[src/rtl/leaf_switch.sv]
`default_nettype none
// ============================================================================
//  Module   : leaf_switch
//  Purpose  : Router-side endpoint for one group of four GPU network-interface
//             leaves. Each of the five inputs (leaves 0..3 and the uplink) is
//             buffered in its own FIFO. The 6-bit header at the top of each
//             head flit selects the destination. Flits for this group are
//             ejected to a leaf. Leaf flits for other groups go to the uplink.
//             Invalid or misrouted flits are dropped and counted.
//  Ports    : clk, reset_n        - clock, async active-low reset
//             lc_data_in/valid_in - flits from leaves (slice i*DATA_W)
//             lc_ready_out        - leaf FIFO has headroom
//             ej_data_out/valid   - registered one-cycle eject pulses
//             up_data_in/valid_in - flits arriving from the uplink
//             up_ready_out        - uplink FIFO has headroom
//             up_data_out/valid   - registered uplink output, valid/ready
//             up_ready_in         - uplink accepts the current flit
//             drop_count          - saturating drop counter
//  Revision : 1.0 - initial release
// ============================================================================
module leaf_switch #(
  parameter int GROUP_ID   = 1,
  parameter int DATA_W     = 16,
  parameter int FIFO_DEPTH = 4,
  parameter int CNT_W      = 8
) (
  input  logic                  clk,
  input  logic                  reset_n,
  input  logic [4*DATA_W-1:0]   lc_data_in,
  input  logic [3:0]            lc_valid_in,
  output logic [3:0]            lc_ready_out,
  output logic [4*DATA_W-1:0]   ej_data_out,
  output logic [3:0]            ej_valid_out,
  input  logic [DATA_W-1:0]     up_data_in,
  input  logic                  up_valid_in,
  output logic                  up_ready_out,
  output logic [DATA_W-1:0]     up_data_out,
  output logic                  up_valid_out,
  input  logic                  up_ready_in,
  output logic [CNT_W-1:0]      drop_count
);

  localparam int          c_NIN   = 5;  // leaves 0..3, then uplink (index 4)
  localparam int          c_PTR_W = $clog2(FIFO_DEPTH);
  localparam int          c_OCC_W = $clog2(FIFO_DEPTH + 1);
  localparam logic [3:0]  c_GROUP = 4'(GROUP_ID);
  localparam logic [CNT_W+3:0] c_CNT_MAX = {4'b0, {CNT_W{1'b1}}};

  logic [DATA_W-1:0]         w_in_data [c_NIN];
  logic [c_NIN-1:0]          w_in_valid;
  logic [DATA_W-1:0]         w_head    [c_NIN];
  logic [c_NIN-1:0]          w_head_vld;
  logic [c_NIN-1:0]          w_ready;
  logic [c_NIN-1:0]          w_ovf;     // push attempted into a full FIFO
  logic [c_NIN-1:0]          w_bad;     // head popped as invalid/misrouted
  logic [c_NIN-1:0]          w_pop;
  logic [c_NIN-1:0][c_NIN-1:0] w_req;   // [output][input]
  logic [c_NIN-1:0]          w_out_rdy;
  logic [c_NIN-1:0]          w_gnt_vld;
  logic [2:0]                w_gnt_idx  [c_NIN];
  logic [DATA_W-1:0]         w_gnt_data [c_NIN];
  logic [3:0]                w_ndrop;
  logic [CNT_W+3:0]          w_cnt_sum;

  logic [2:0]                arb_ptr_q [c_NIN];
  logic [4*DATA_W-1:0]       ej_data_q;
  logic [3:0]                ej_valid_q;
  logic [DATA_W-1:0]         up_data_q;
  logic                      up_valid_q;
  logic [CNT_W-1:0]          drop_q, drop_d;

  always_comb begin
    for (int j = 0; j < 4; j++) begin
      w_in_data[j]  = lc_data_in[j*DATA_W +: DATA_W];
      w_in_valid[j] = lc_valid_in[j];
    end
    w_in_data[4]  = up_data_in;
    w_in_valid[4] = up_valid_in;
  end

  // --------------------------------------------------------------------------
  // Input FIFOs
  // --------------------------------------------------------------------------
  for (genvar j = 0; j < c_NIN; j++) begin : g_fifo
    logic [DATA_W-1:0]  mem_q [FIFO_DEPTH];
    logic [c_PTR_W-1:0] wr_q, rd_q;
    logic [c_OCC_W-1:0] occ_q;
    logic               w_full, w_push;

    assign w_full        = (occ_q == c_OCC_W'(FIFO_DEPTH));
    assign w_push        = w_in_valid[j] && !w_full;
    assign w_ovf[j]      = w_in_valid[j] && w_full;
    assign w_head[j]     = mem_q[rd_q];
    assign w_head_vld[j] = (occ_q != '0);
    // One slot of headroom absorbs a flit launched against a stale ready.
    assign w_ready[j]    = (occ_q <= c_OCC_W'(FIFO_DEPTH - 2));

    always_ff @(posedge clk) begin
      if (w_push) mem_q[wr_q] <= w_in_data[j];
    end

    always_ff @(posedge clk or negedge reset_n) begin
      if (!reset_n) begin
        wr_q  <= '0;
        rd_q  <= '0;
        occ_q <= '0;
      end else begin
        if (w_push)
          wr_q <= (wr_q == c_PTR_W'(FIFO_DEPTH - 1)) ? '0 : wr_q + c_PTR_W'(1);
        if (w_pop[j])
          rd_q <= (rd_q == c_PTR_W'(FIFO_DEPTH - 1)) ? '0 : rd_q + c_PTR_W'(1);
        if (w_push && !w_pop[j])
          occ_q <= occ_q + c_OCC_W'(1);
        else if (!w_push && w_pop[j])
          occ_q <= occ_q - c_OCC_W'(1);
      end
    end
  end

  assign lc_ready_out = w_ready[3:0];
  assign up_ready_out = w_ready[4];

  // --------------------------------------------------------------------------
  // Header decode: each head requests exactly one output or is discarded
  // --------------------------------------------------------------------------
  always_comb begin
    logic [5:0] hdr;
    hdr   = '0;
    w_req = '0;
    w_bad = '0;
    for (int j = 0; j < c_NIN; j++) begin
      hdr = w_head[j][DATA_W-1 -: 6];
      if (w_head_vld[j]) begin
        if (hdr == 6'd0)
          w_bad[j] = 1'b1;
        else if (hdr[5:2] == c_GROUP)
          w_req[{1'b0, hdr[1:0]}][j] = 1'b1;
        else if (j < 4)
          w_req[4][j] = 1'b1;
        else
          w_bad[j] = 1'b1;  // uplink flit addressed to another group
      end
    end
  end

  // --------------------------------------------------------------------------
  // Round-robin arbiters, one per output. Scanning from the highest offset
  // down lets the lowest offset from the pointer win.
  // --------------------------------------------------------------------------
  always_comb begin
    int idx;
    idx       = 0;
    w_out_rdy = {(!up_valid_q || up_ready_in), 4'hF};
    w_pop     = w_bad;
    for (int o = 0; o < c_NIN; o++) begin
      w_gnt_vld[o] = 1'b0;
      w_gnt_idx[o] = '0;
      for (int k = c_NIN - 1; k >= 0; k--) begin
        idx = int'(arb_ptr_q[o]) + k;
        if (idx >= c_NIN) idx = idx - c_NIN;
        if (w_out_rdy[o] && w_req[o][idx]) begin
          w_gnt_vld[o] = 1'b1;
          w_gnt_idx[o] = 3'(idx);
        end
      end
      w_gnt_data[o] = w_head[w_gnt_idx[o]];
      if (w_gnt_vld[o]) w_pop[w_gnt_idx[o]] = 1'b1;
    end
  end

  // --------------------------------------------------------------------------
  // Drop counter: all sources in a cycle are summed, then saturated
  // --------------------------------------------------------------------------
  always_comb begin
    w_ndrop = '0;
    for (int j = 0; j < c_NIN; j++)
      w_ndrop = w_ndrop + 4'(w_ovf[j]) + 4'(w_bad[j]);
    w_cnt_sum = {4'b0, drop_q} + {{CNT_W{1'b0}}, w_ndrop};
    drop_d    = (w_cnt_sum > c_CNT_MAX) ? {CNT_W{1'b1}} : w_cnt_sum[CNT_W-1:0];
  end

  // --------------------------------------------------------------------------
  // Registered outputs and arbiter pointers
  // --------------------------------------------------------------------------
  always_ff @(posedge clk or negedge reset_n) begin
    if (!reset_n) begin
      for (int o = 0; o < c_NIN; o++) arb_ptr_q[o] <= '0;
      ej_data_q  <= '0;
      ej_valid_q <= '0;
      up_data_q  <= '0;
      up_valid_q <= 1'b0;
      drop_q     <= '0;
    end else begin
      for (int o = 0; o < c_NIN; o++)
        if (w_gnt_vld[o])
          arb_ptr_q[o] <= (w_gnt_idx[o] == 3'd4) ? 3'd0 : w_gnt_idx[o] + 3'd1;
      for (int o = 0; o < 4; o++) begin
        ej_valid_q[o] <= w_gnt_vld[o];
        if (w_gnt_vld[o]) ej_data_q[o*DATA_W +: DATA_W] <= w_gnt_data[o];
      end
      if (!up_valid_q || up_ready_in) begin
        up_valid_q <= w_gnt_vld[4];
        if (w_gnt_vld[4]) up_data_q <= w_gnt_data[4];
      end
      drop_q <= drop_d;
    end
  end

  assign ej_data_out  = ej_data_q;
  assign ej_valid_out = ej_valid_q;
  assign up_data_out  = up_data_q;
  assign up_valid_out = up_valid_q;
  assign drop_count   = drop_q;

endmodule
`default_nettype wire

[config.mk]
export PLATFORM = sky130hd
export DESIGN_NAME = leaf_switch
export DESIGN_NICKNAME = d
export VERILOG_FILES = /design/src/rtl/leaf_switch.sv
export SDC_FILE = /design/constraint.sdc
export NUM_CORES = 1
export LEC_CHECK = 0
export CORE_UTILIZATION = 50
export DETAILED_ROUTE_END_ITERATION = 16
export PLACE_DENSITY = 0.75
export RECOVER_POWER = 25
export SYNTH_ARGS = -nofsm -noshare
export SYNTH_HDL_FRONTEND = slang
export SYNTH_SLANG_ARGS = --single-unit
export TNS_END_PERCENT = 1
[constraint.sdc]
create_clock -name clk -period 9.6 [get_ports clk]
set_input_delay 2.88 -clock clk [delete_from_list [all_inputs] [get_ports clk]]
set_output_delay 2.88 -clock clk [all_outputs]
set_load 0.01 [all_outputs]
Yosys cells after proc, flatten, opt, wreduce, memory -nomap -nowiden
Memories as Yosys holds them, arrays and structs flattened.
Index checks and enable logic that the tools add are counted.
{ "word_totals": {"mem_bits_rw": 320, "mem_bits_ro": 0, "inputBits": 88, "elab_cells": 560, "latch_bits": 0, "ff_bits": 143, "memories": 5, "out_inout_bits": 98} }
{ "op_classes": {"addsub": 80, "eq_ne": 25, "bitwise": 14, "n_mux": 259, "n_mul": 0, "n_reduce_logical": 68, "div": 0, "magnitude_cmp": 81, "n_shift": 0} }
{ "mem_list": {"columns": ["name", "words", "width", "read_ports", "rd_ports_with_merged_regs", "wr", "line_no", "text"], "rows": [
  ["g_fifo[0].mem_q", 4, 16, 1, 0, 1, "85", "logic [DATA_W-1:0] mem_q [FIFO_DEPTH];"],
  ["g_fifo[1].mem_q", 4, 16, 1, 0, 1, "85", null],
  ["g_fifo[2].mem_q", 4, 16, 1, 0, 1, "85", null],
  ["g_fifo[3].mem_q", 4, 16, 1, 0, 1, "85", null],
  ["g_fifo[4].mem_q", 4, 16, 1, 0, 1, "85", null]
]} }
{ "ops": {"columns": ["cell", "count"], "rows": [
  ["$lt A32 B5 Y1 const B", 25],
  ["$mux W32", 25],
  ["$bmux W16 S3", 5],
  ["$mux W25", 9],
  ["$mux W16", 10],
  ["$mux W3", 42],
  ["$mux W1", 107],
  ["$or A25 B20 Y25", 4],
  ["$sub A4 B3 Y5 const B", 20],
  ["$ge A4 B3 Y1 const B", 20],
  ["$bmux W1 S3", 25],
  ["$mux W21", 3],
  ["$demux W5 S2", 5],
  ["$add A3 B2 Y4 const B", 10],
  ["$logic_and A1 B1 Y1", 35],
  ["$add A3 B1 Y3 const B", 10],
  ["$eq A3 B3 Y1 const B", 10],
  ["$logic_not A6 Y1", 5],
  ["$mux W5", 6],
  ["$or A5 B5 Y5", 5],
  ["$add A4 B1 Y4", 6],
  ["$mux W2", 12],
  ["$mux W23", 1],
  ["$mux W22", 1],
  ["29 further kinds", 126]
]} }

Depth between registers and ports, before layout
Gate-level depths: netlist of run 1.
An unclocked memory read counts as a cell.
{ "depth": {"ltp_word": 49, "depth_mapped": 25, "ltp_nobuf": 22} }

Least setup slack after synthesis of run 1
No wires, ideal clock.
{ "synth_path": {"path_type": "input to register", "from": "input port up_ready_in", "to": "register g_fifo[0].occ_q[2]", "path_buffers": 2, "arrival_time_ns": 6.154, "path_stages": 19, "setup_ns": 0.079, "slack_ns": 3.367, "required_time_ns": 9.521, "cell_sequence": "nor2b_1 > buf_1 > nor4b_1 > a211oi_1 > o22ai_1 > nand2_1 > mux2i_1 > a211oi_1 > or2_1 > clkbuf_1 > clkinv_1 > a221o_1 > a211oi_2 > ha_1 > inv_1 > fa_1 > xor2_1 > nor2_1 > xor2_1"} }
{ "synth_between": {"elab_chain_len": 16, "elab_cells_between_ends": 28, "cone_classes": "2 x order compare; 14 x mux; 1 x bitwise; 11 x reduce/logical"} }
{ "synth_rtl": {"columns": ["element", "line_no", "text"], "rows": [
  ["start: declaration", "39", "input logic up_ready_in,"],
  ["$logic_or A1 B1 Y1 *", "153", "w_out_rdy = {(!up_valid_q || up_ready_in), 4'hF};"],
  ["$logic_and A1 B1 Y1", "161", "if (w_out_rdy[o] && w_req[o][idx]) begin"],
  ["$mux W3 (5 in a row)", "161", null],
  ["$lt A3 B4 Y1 (implied by the code) / $ge A3 B1 Y1 (equally long branches)", "167", "if (w_gnt_vld[o]) w_pop[w_gnt_idx[o]] = 1'b1;"],
  ["$logic_and A1 B1 Y1 (implied by the code)", "167", null],
  ["$mux W1 (implied by the code)", "167", null],
  ["$demux W1 S3", "167", null],
  ["$or A5 B5 Y5 (no line)", null, null],
  ["$mux W5 *", "167", null],
  ["$logic_not A1 Y1", "112", "if (w_push && !w_pop[j])"],
  ["$logic_and A1 B1 Y1", "112", null],
  ["$mux W3 / $reduce_bool A2 Y1 (equally long branches)", null, null],
  ["end signal: assignment", "113", "occ_q <= occ_q + c_OCC_W'(1);"],
  ["end signal: assignment", "115", "occ_q <= occ_q - c_OCC_W'(1);"],
  ["end: declaration", "87", "logic [c_OCC_W-1:0] occ_q;"]
]} }
Every way passes the cells marked *; elsewhere a longest branch is shown, timed or not.
A chain may end at the register's enable or synchronous reset.

Worst setup path in the final report of run 1
{ "layout_path": {"from": "input port up_ready_in", "to": "register g_fifo[1].occ_q[2]"} }
{ "layout_between": {"elab_chain_len": 16, "elab_cells_between_ends": 28, "cone_classes": "2 x order compare; 14 x mux; 1 x bitwise; 11 x reduce/logical"} }
{ "layout_rtl": {"columns": ["element", "line_no"], "rows": [
  ["$logic_or A1 B1 Y1 *", "153"],
  ["$logic_and A1 B1 Y1", "161"],
  ["$mux W3 (5 in a row)", "161"],
  ["$lt A3 B4 Y1 (implied by the code) / $ge A3 B1 Y1 (equally long branches)", "167"],
  ["$logic_and A1 B1 Y1 (implied by the code)", "167"],
  ["$mux W1 (implied by the code)", "167"],
  ["$demux W1 S3", "167"],
  ["$or A5 B5 Y5 (no line)", null],
  ["$mux W5 *", "167"],
  ["$logic_not A1 Y1", "112"],
  ["$logic_and A1 B1 Y1", "112"],
  ["$mux W3 / $reduce_bool A2 Y1 (equally long branches)", null],
  ["end signal: assignment", "113"],
  ["end signal: assignment", "115"],
  ["end: declaration", "87"]
]} }
Marks and branches as above.

==> impl_metrics.csv, run 1 <==
group,metric,value,unit
synthesis,ys_seq_area_share,51.9,%
timing,holdWs,468,ps
synthesis,yosysTopAreaCell,"edfxtp_1",
min_path,worst_hold_path.num_cells,1,
timing,fmax,142,MHz
setup_path,startpoint,"up_ready_in",
synthesis,avgSynthCellArea,12.2,sq um
outcome,status,"complete, but fails checks",
timing,finalMaxSlewViolations,78,
setup_path,reg2reg_from,"arb_ptr_q[3]$_DFFE_PN0N_",
finish,antenna_cells,0,
setup_path,arrival,7580,ps
route,drt_wl_total,74300,um
placement,place.gp.congestion,0.966,
floorplanning,core,50200,sq um
floorplanning,start_util,50.6,%
clock_tree,cts_tree,"yes",
route,drt_iter0_drc,1747,
timing,hold_violations,0,
timing,final-setup-viol-count,0,
clock_tree,cts_root_buf,"clkbuf_16",
synthesis,synthTopCellsByArea,"edfxtp_1 (38%), dfrtp_1 (14%), mux4_2 (7.0%), ha_1 (5.1%), mux2_2 (2.4%)",
synthesis,ys_warn_count,0,
global_route,grt_max_degree,78,
setup_path,cpMaxStageDelayCell,"buf_4",
floorplanning,io_pins,186,
floorplanning,die_area,51700,sq um
floorplanning,die_h,227,um
clock_tree,post_cts_buffers,0,
setup_path,crit_chain,"clkdlybuf4s50_1, nor2b_1, a2111oi_0, a211oi_1, nor2_1, a211o_1, a22oi_2, buf_4, inv_1, a221oi_1, nand3_1, inv_1, ha_1, inv_1, fa_1, xor2_1, nor2_1, xor2_1",
min_path,whs_endpoint,"ej_data_out[28]$_DFFE_PN0N_",
route,routedWlPerCell,25.3,um
synthesis,synth-seq-cells,463,
placement,placedCellCount,2845,
setup_path,r2r_setup_slack,2750,ps
clock_tree,ctsHoldBuffers,0,
clock_tree,cts_buffer_depth,3,
placement,hpwl,53100,um
placement,pre_cts_ws,2020,ps
finish,area_growth,16.5,%
setup_path,cpLargestDelayFamily,"compound AO/OA/AOI/OAI gates",
setup_path,critical_path_required,10110,ps
finish,instances_no_fill,2933,
synthesis,synth_top_area_share,37.8,%
synthesis,syn_nets,2280,
placement,place.port_buffers,185,
setup_path,slowest_delay,550,ps
route,via_per_inst,6.35,
timing,fin_ws,2530,ps
floorplanning,rows,82,
outcome,violations,"capacitance limit, slew limit",
route,drc,0,
job,max_cap_violations,1,
route,ant_nets,0,
timing,min_period,7070,ps
setup_path,critPathLaunchType,"input port",
setup_path,worstReg2RegEnd,"g_fifo[0].occ_q[2]$_DFFE_PN0P_",
setup_path,worst-setup-path-type,"input port to flip-flop",
min_path,hold_class,"flip-flop to flip-flop",
synthesis,netlist_area,25400,sq um
timing,post-route-period-util,73.6,%
finish,fillers,3924,
route,vias,18623,
setup_path,setup.worst_path.end_class,"flip-flop",
finish,drive_above_1_share,12.0,%
setup_path,cp_common_cell,"inv_1",
clock_tree,clock_sinks,463,
finish,layout_commonest_cell,"edfxtp_1",
global_route,grt_antenna_before_repair,0,
setup_path,critPathMaxFanout,41,
global_route,overflow,0,
timing,timing.setup.tns,0,ps
finish,layout_common_cells,"edfxtp_1 (320), dfrtp_1 (143), clkdlybuf4s50_1 (126)",
setup_path,critPathBufInv,5,
clock_tree,cts.htree.levels,2,
synthesis,async_flop_share,30.9,%
global_route,grt_pass1_wl,110000,um
clock_tree,cts-buffers-inserted,47,
timing,rsz0062_at_grt,"false",
timing,tightest_slew,4950,ps
floorplanning,die-width,227,um
synthesis,synthFlopType,"edfxtp_1",
finish,nets,2425,
synthesis,synthCells,2077,
global_route,grt_pass1_vias,18334,
min_path,min-delay-start,"ej_data_out[28]$_DFFE_PN0N_",
setup_path,r2r_cells,18,
synthesis,synth_cell_types,95,
clock_tree,clk_pin_slew_worst_paths,60,ps
global_route,globalRouteTotalUtil,28.7,%
clock_tree,clk_latency,610,ps
timing,skew,25.0,ps
timing,slew_headroom,-230,%
synthesis,synth_edf_count,320,
route,drtPass1Iterations,8,
clock_tree,cts_resized,0,
## synth_stat cells (all sizes together) (22+ instances only)
cell	n
ha	103
clkbuf	84
buf	22
edfxtp	320
a21oi	108
nand2b	31
nor2b	50
nor3	50
a211oi	73
mux4	79
o21ai	72
inv	85
dfrtp	143
and2	48
xnor2	25
a221oi	33
mux2i	60
nand2	116
nor2	108
nand3	42
mux2	58
## metal layers
layer / track usage, % / vias up / wire length, um
met4: 14.0 / 0 / 3850
met3: 4.50 / 205 / 5020
met2: 47.4 / 875 / 35900
li1: - / 8302 / -
met1: 37.0 / 9241 / 29500
met5: 0 / - / 0
## kinds of logic after synthesis
| kind of cell | count (synthesis) | synth area share, % |
|---|---|---|
| AOI/OAI and AO/OA | 497 | 13.7 |
| xor gates and xnor gates | 42 | 1.45 |
| adders and majority gates | 115 | 6.02 |
| buffers and inverters | 193 | 3.01 |
| DFF | 463 | 51.9 |
| muxes | 197 | 11.9 |
| and+or+nand+nor | 570 | 12.0 |
## worst max-delay path by stage
stage,to,slack [ps],cells past startpoint
2_1_floorplan,g_fifo[0].occ_q[2]$_DFFE_PN0P_,3370,19
3_3_place_gp,g_fifo[1].occ_q[2]$_DFFE_PN0P_,2220,18
3_5_place_dp,g_fifo[1].occ_q[2]$_DFFE_PN0P_,2020,18
4_1_cts,g_fifo[1].occ_q[2]$_DFFE_PN0P_,2620,18
5_1_grt,ej_data_out[14]$_DFFE_PN0N_,1850,2
6_report,g_fifo[1].occ_q[2]$_DFFE_PN0P_,2530,18
## sequential cells by signal (all words and copies together), names as in the netlist
name	count
g_fifo.occ_q	15
ej_data_out	64
drop_count	8
g_fifo.rd_q	10
g_fifo.wr_q	10
ej_valid_out	4
g_fifo.mem_q	320
arb_ptr_q	15
up_valid_out	1
up_data_out	16
## final cells by class
cell class | count | area [sq um] | area share, %
clock buffers | 59 | 1310 | 4.44
clock inverters | 29 | 467 | 1.58
inverters | 87 | 327 | 1.10
multi-input cells | 1421 | 11500 | 38.8
flip-flops and latches | 463 | 13200 | 44.6
well taps | 672 | 841 | 2.84
repair buffers | 202 | 1970 | 6.67
## metrics by stage
step / cell area, sq um / util [%]
2_1_floorplan: 25400 / -
3_3_place_gp: 27800 / 55.4
3_5_place_dp: 27800 / 55.4
4_1_cts: 29600 / 59.0
5_1_grt: 29600 / 58.9
6_report: 29600 / 58.9
Power of run 1 is left out: the tool's default activity adds up to more than one toggle a clock period on the data nets, which glitch-free logic cannot reach.
==> run 2, diff against run 1 <==
==> constraint.sdc (replaced) <==
create_clock -name clk -period 6.8 [get_ports clk]
set_input_delay 2.04 -clock clk [delete_from_list [all_inputs] [get_ports clk]]
set_output_delay 2.04 -clock clk [all_outputs]
set_load 0.01 [all_outputs]
==> run 2 against run 1 <==
Effect of this change:
- the flow now finishes without violations
- final area is 0.38% higher
- non-clock buffer count is 28 higher
- global-route usage is 0.087 points higher
- utilization is 0.22 points higher
- clock skew is 3.2 ps lower
- register-to-register slack worse by 1900 ps
- flip-flop and latch count stayed put
- cell count is 1.2% higher
- highest routed layer unchanged
==> impl_metrics.csv, run 2 (synthesis gave the netlist of run 1 again) <==
group,metric,value,unit
outcome,status,"completed",
finish,layout_commonest_cell,"edfxtp_1",
route,drt_iter0_drc,1973,
timing,tightest_slew,1140,ps
setup_path,arrival,6450,ps
floorplanning,die_h,227,um
clock_tree,clk_pin_slew_worst_paths,60,ps
finish,largest_reg_flops,320,
finish,top_register,"g_fifo.mem_q",
timing,hold_violations,0,
clock_tree,cts_resized,0,
route,drc,0,
clock_tree,cts-buffers-inserted,49,
clock_tree,cts_buffer_depth,3,
global_route,grt_antenna_before_repair,2,
timing,final-setup-viol-count,0,
global_route,globalRouteTotalUtil,28.8,%
global_route,overflow,0,
floorplanning,io_pins,186,
global_route,grt_max_degree,97,
placement,place.port_buffers,185,
route,ant_nets,0,
setup_path,critical_path_required,7290,ps
route,via_per_inst,6.34,
floorplanning,die-width,227,um
route,vias,18822,
timing,post-route-period-util,87.7,%
route,drtPass1Iterations,5,
timing,rsz0062_at_grt,"false",
route,routedWlPerCell,24.9,um
placement,hpwl,53700,um
clock_tree,post_cts_buffers,0,
floorplanning,rows,82,
timing,slew_headroom,23.8,%
clock_tree,cts_root_buf,"clkbuf_16",
setup_path,setup.worst_path.end_class,"flip-flop",
finish,fillers,3889,
floorplanning,start_util,50.6,%
setup_path,critPathMaxFanout,18,
floorplanning,die_area,51700,sq um
finish,area_growth,16.9,%
timing,skew,21.9,ps
setup_path,critPathLaunchType,"flip-flop",
timing,timing.setup.tns,0,ps
min_path,hold_class,"flip-flop to flip-flop",
global_route,grt_pass1_wl,111000,um
finish,nets,2455,
global_route,grt_pass1_vias,18463,
clock_tree,ctsHoldBuffers,0,
finish,drive_above_1_share,12.8,%
clock_tree,clock_sinks,463,
clock_tree,cts.htree.levels,2,
setup_path,worst-setup-path-type,"flip-flop to flip-flop",
floorplanning,core,50200,sq um
job,max_cap_violations,0,
clock_tree,cts_tree,"yes",
placement,place.gp.congestion,0.990,
timing,finalMaxSlewViolations,0,
timing,fmax,168,MHz
finish,layout_common_cells,"edfxtp_1 (320), dfrtp_1 (143), clkdlybuf4s50_1 (119)",
route,drt_wl_total,73900,um
clock_tree,clk_latency,610,ps
timing,min_period,5960,ps
-- run 2: metal layers --
metal	up-vias	share of wire [%]	wire length, um	GRT usage, %
li1	8350	-	-	-
met1	9315	39	29200	37.6
met2	949	48	35600	46.8
met3	208	7.6	5600	4.98
met4	0	4.8	3570	13.9
met5	-	0	0	0
-- run 2: final timing paths --
path	start	endpoint	cells past startpoint	slack, ps
min	ej_data_out[44]$_DFFE_PN0N_	ej_data_out[44]$_DFFE_PN0N_	1	460
min in group asynchronous	reset_n	g_fifo[4].wr_q[1]$_DFFE_PN0P_	1	1460
min reg2reg	ej_data_out[44]$_DFFE_PN0N_	ej_data_out[44]$_DFFE_PN0N_	1	460
max reg2reg	g_fifo[2].rd_q[1]$_DFFE_PN0P_	g_fifo[0].occ_q[1]$_DFFE_PN0P_	15	840
max	g_fifo[2].rd_q[1]$_DFFE_PN0P_	g_fifo[0].occ_q[1]$_DFFE_PN0P_	15	840
max in group asynchronous	reset_n	ej_data_out[10]$_DFFE_PN0N_	2	3790
-- run 2: layout make-up --
cell class / instances / area, sq um / area share [%]
repair buffers: 230 / 2190 / 7.38
clock inverters: 21 / 285 / 0.961
inverters: 87 / 327 / 1.10
well taps: 672 / 841 / 2.83
multi-input cells: 1421 / 11500 / 38.6
clock buffers: 71 / 1390 / 4.68
flip-flops and latches: 463 / 13200 / 44.4
diodes: 2 / 5.00 / 0.0169
-- run 2: metrics by stage --
step | util, % | area, sq um | hold slack, ps | worst slack [ps] | cells
2_1_floorplan | - | 25400 | 496 | 1410 | 2077
3_3_place_gp | 55.8 | 28000 | 451 | 663 | 2873
3_5_place_dp | 55.8 | 28000 | 451 | 447 | 2873
4_1_cts | 59.1 | 29700 | 469 | 867 | 2965
5_1_grt | 59.2 | 29700 | 479 | 638 | 2967
6_report | 59.2 | 29700 | 463 | 839 | 2967
-- run 2: worst max-delay path: stages, from the launching register on --
cell       delay (ps)
dfrtp_1           950
mux4_2            540
or4_4             720
a2111oi_0         540
a211oi_1          120
a22o_1            320
a211o_1           250
a31oi_1           210
buf_4             270
or3b_1            370
o32ai_1           350
a211oi_2          160
ha_1              270
inv_1              80
fa_1              410
mux2_2            280
Power of run 2 is left out for the same reason.
==> run 3, diff against run 2 <==
--- a/config.mk
+++ b/config.mk
@@ -12,4 +12,3 @@
 export SYNTH_ARGS = -nofsm -noshare
 export SYNTH_HDL_FRONTEND = slang
 export SYNTH_SLANG_ARGS = --single-unit
-export TNS_END_PERCENT = 1
==> results of run 3 <==
The final DEF is identical to that of run 2; final timing and power are the same.
Power of run 3 is left out for the same reason.
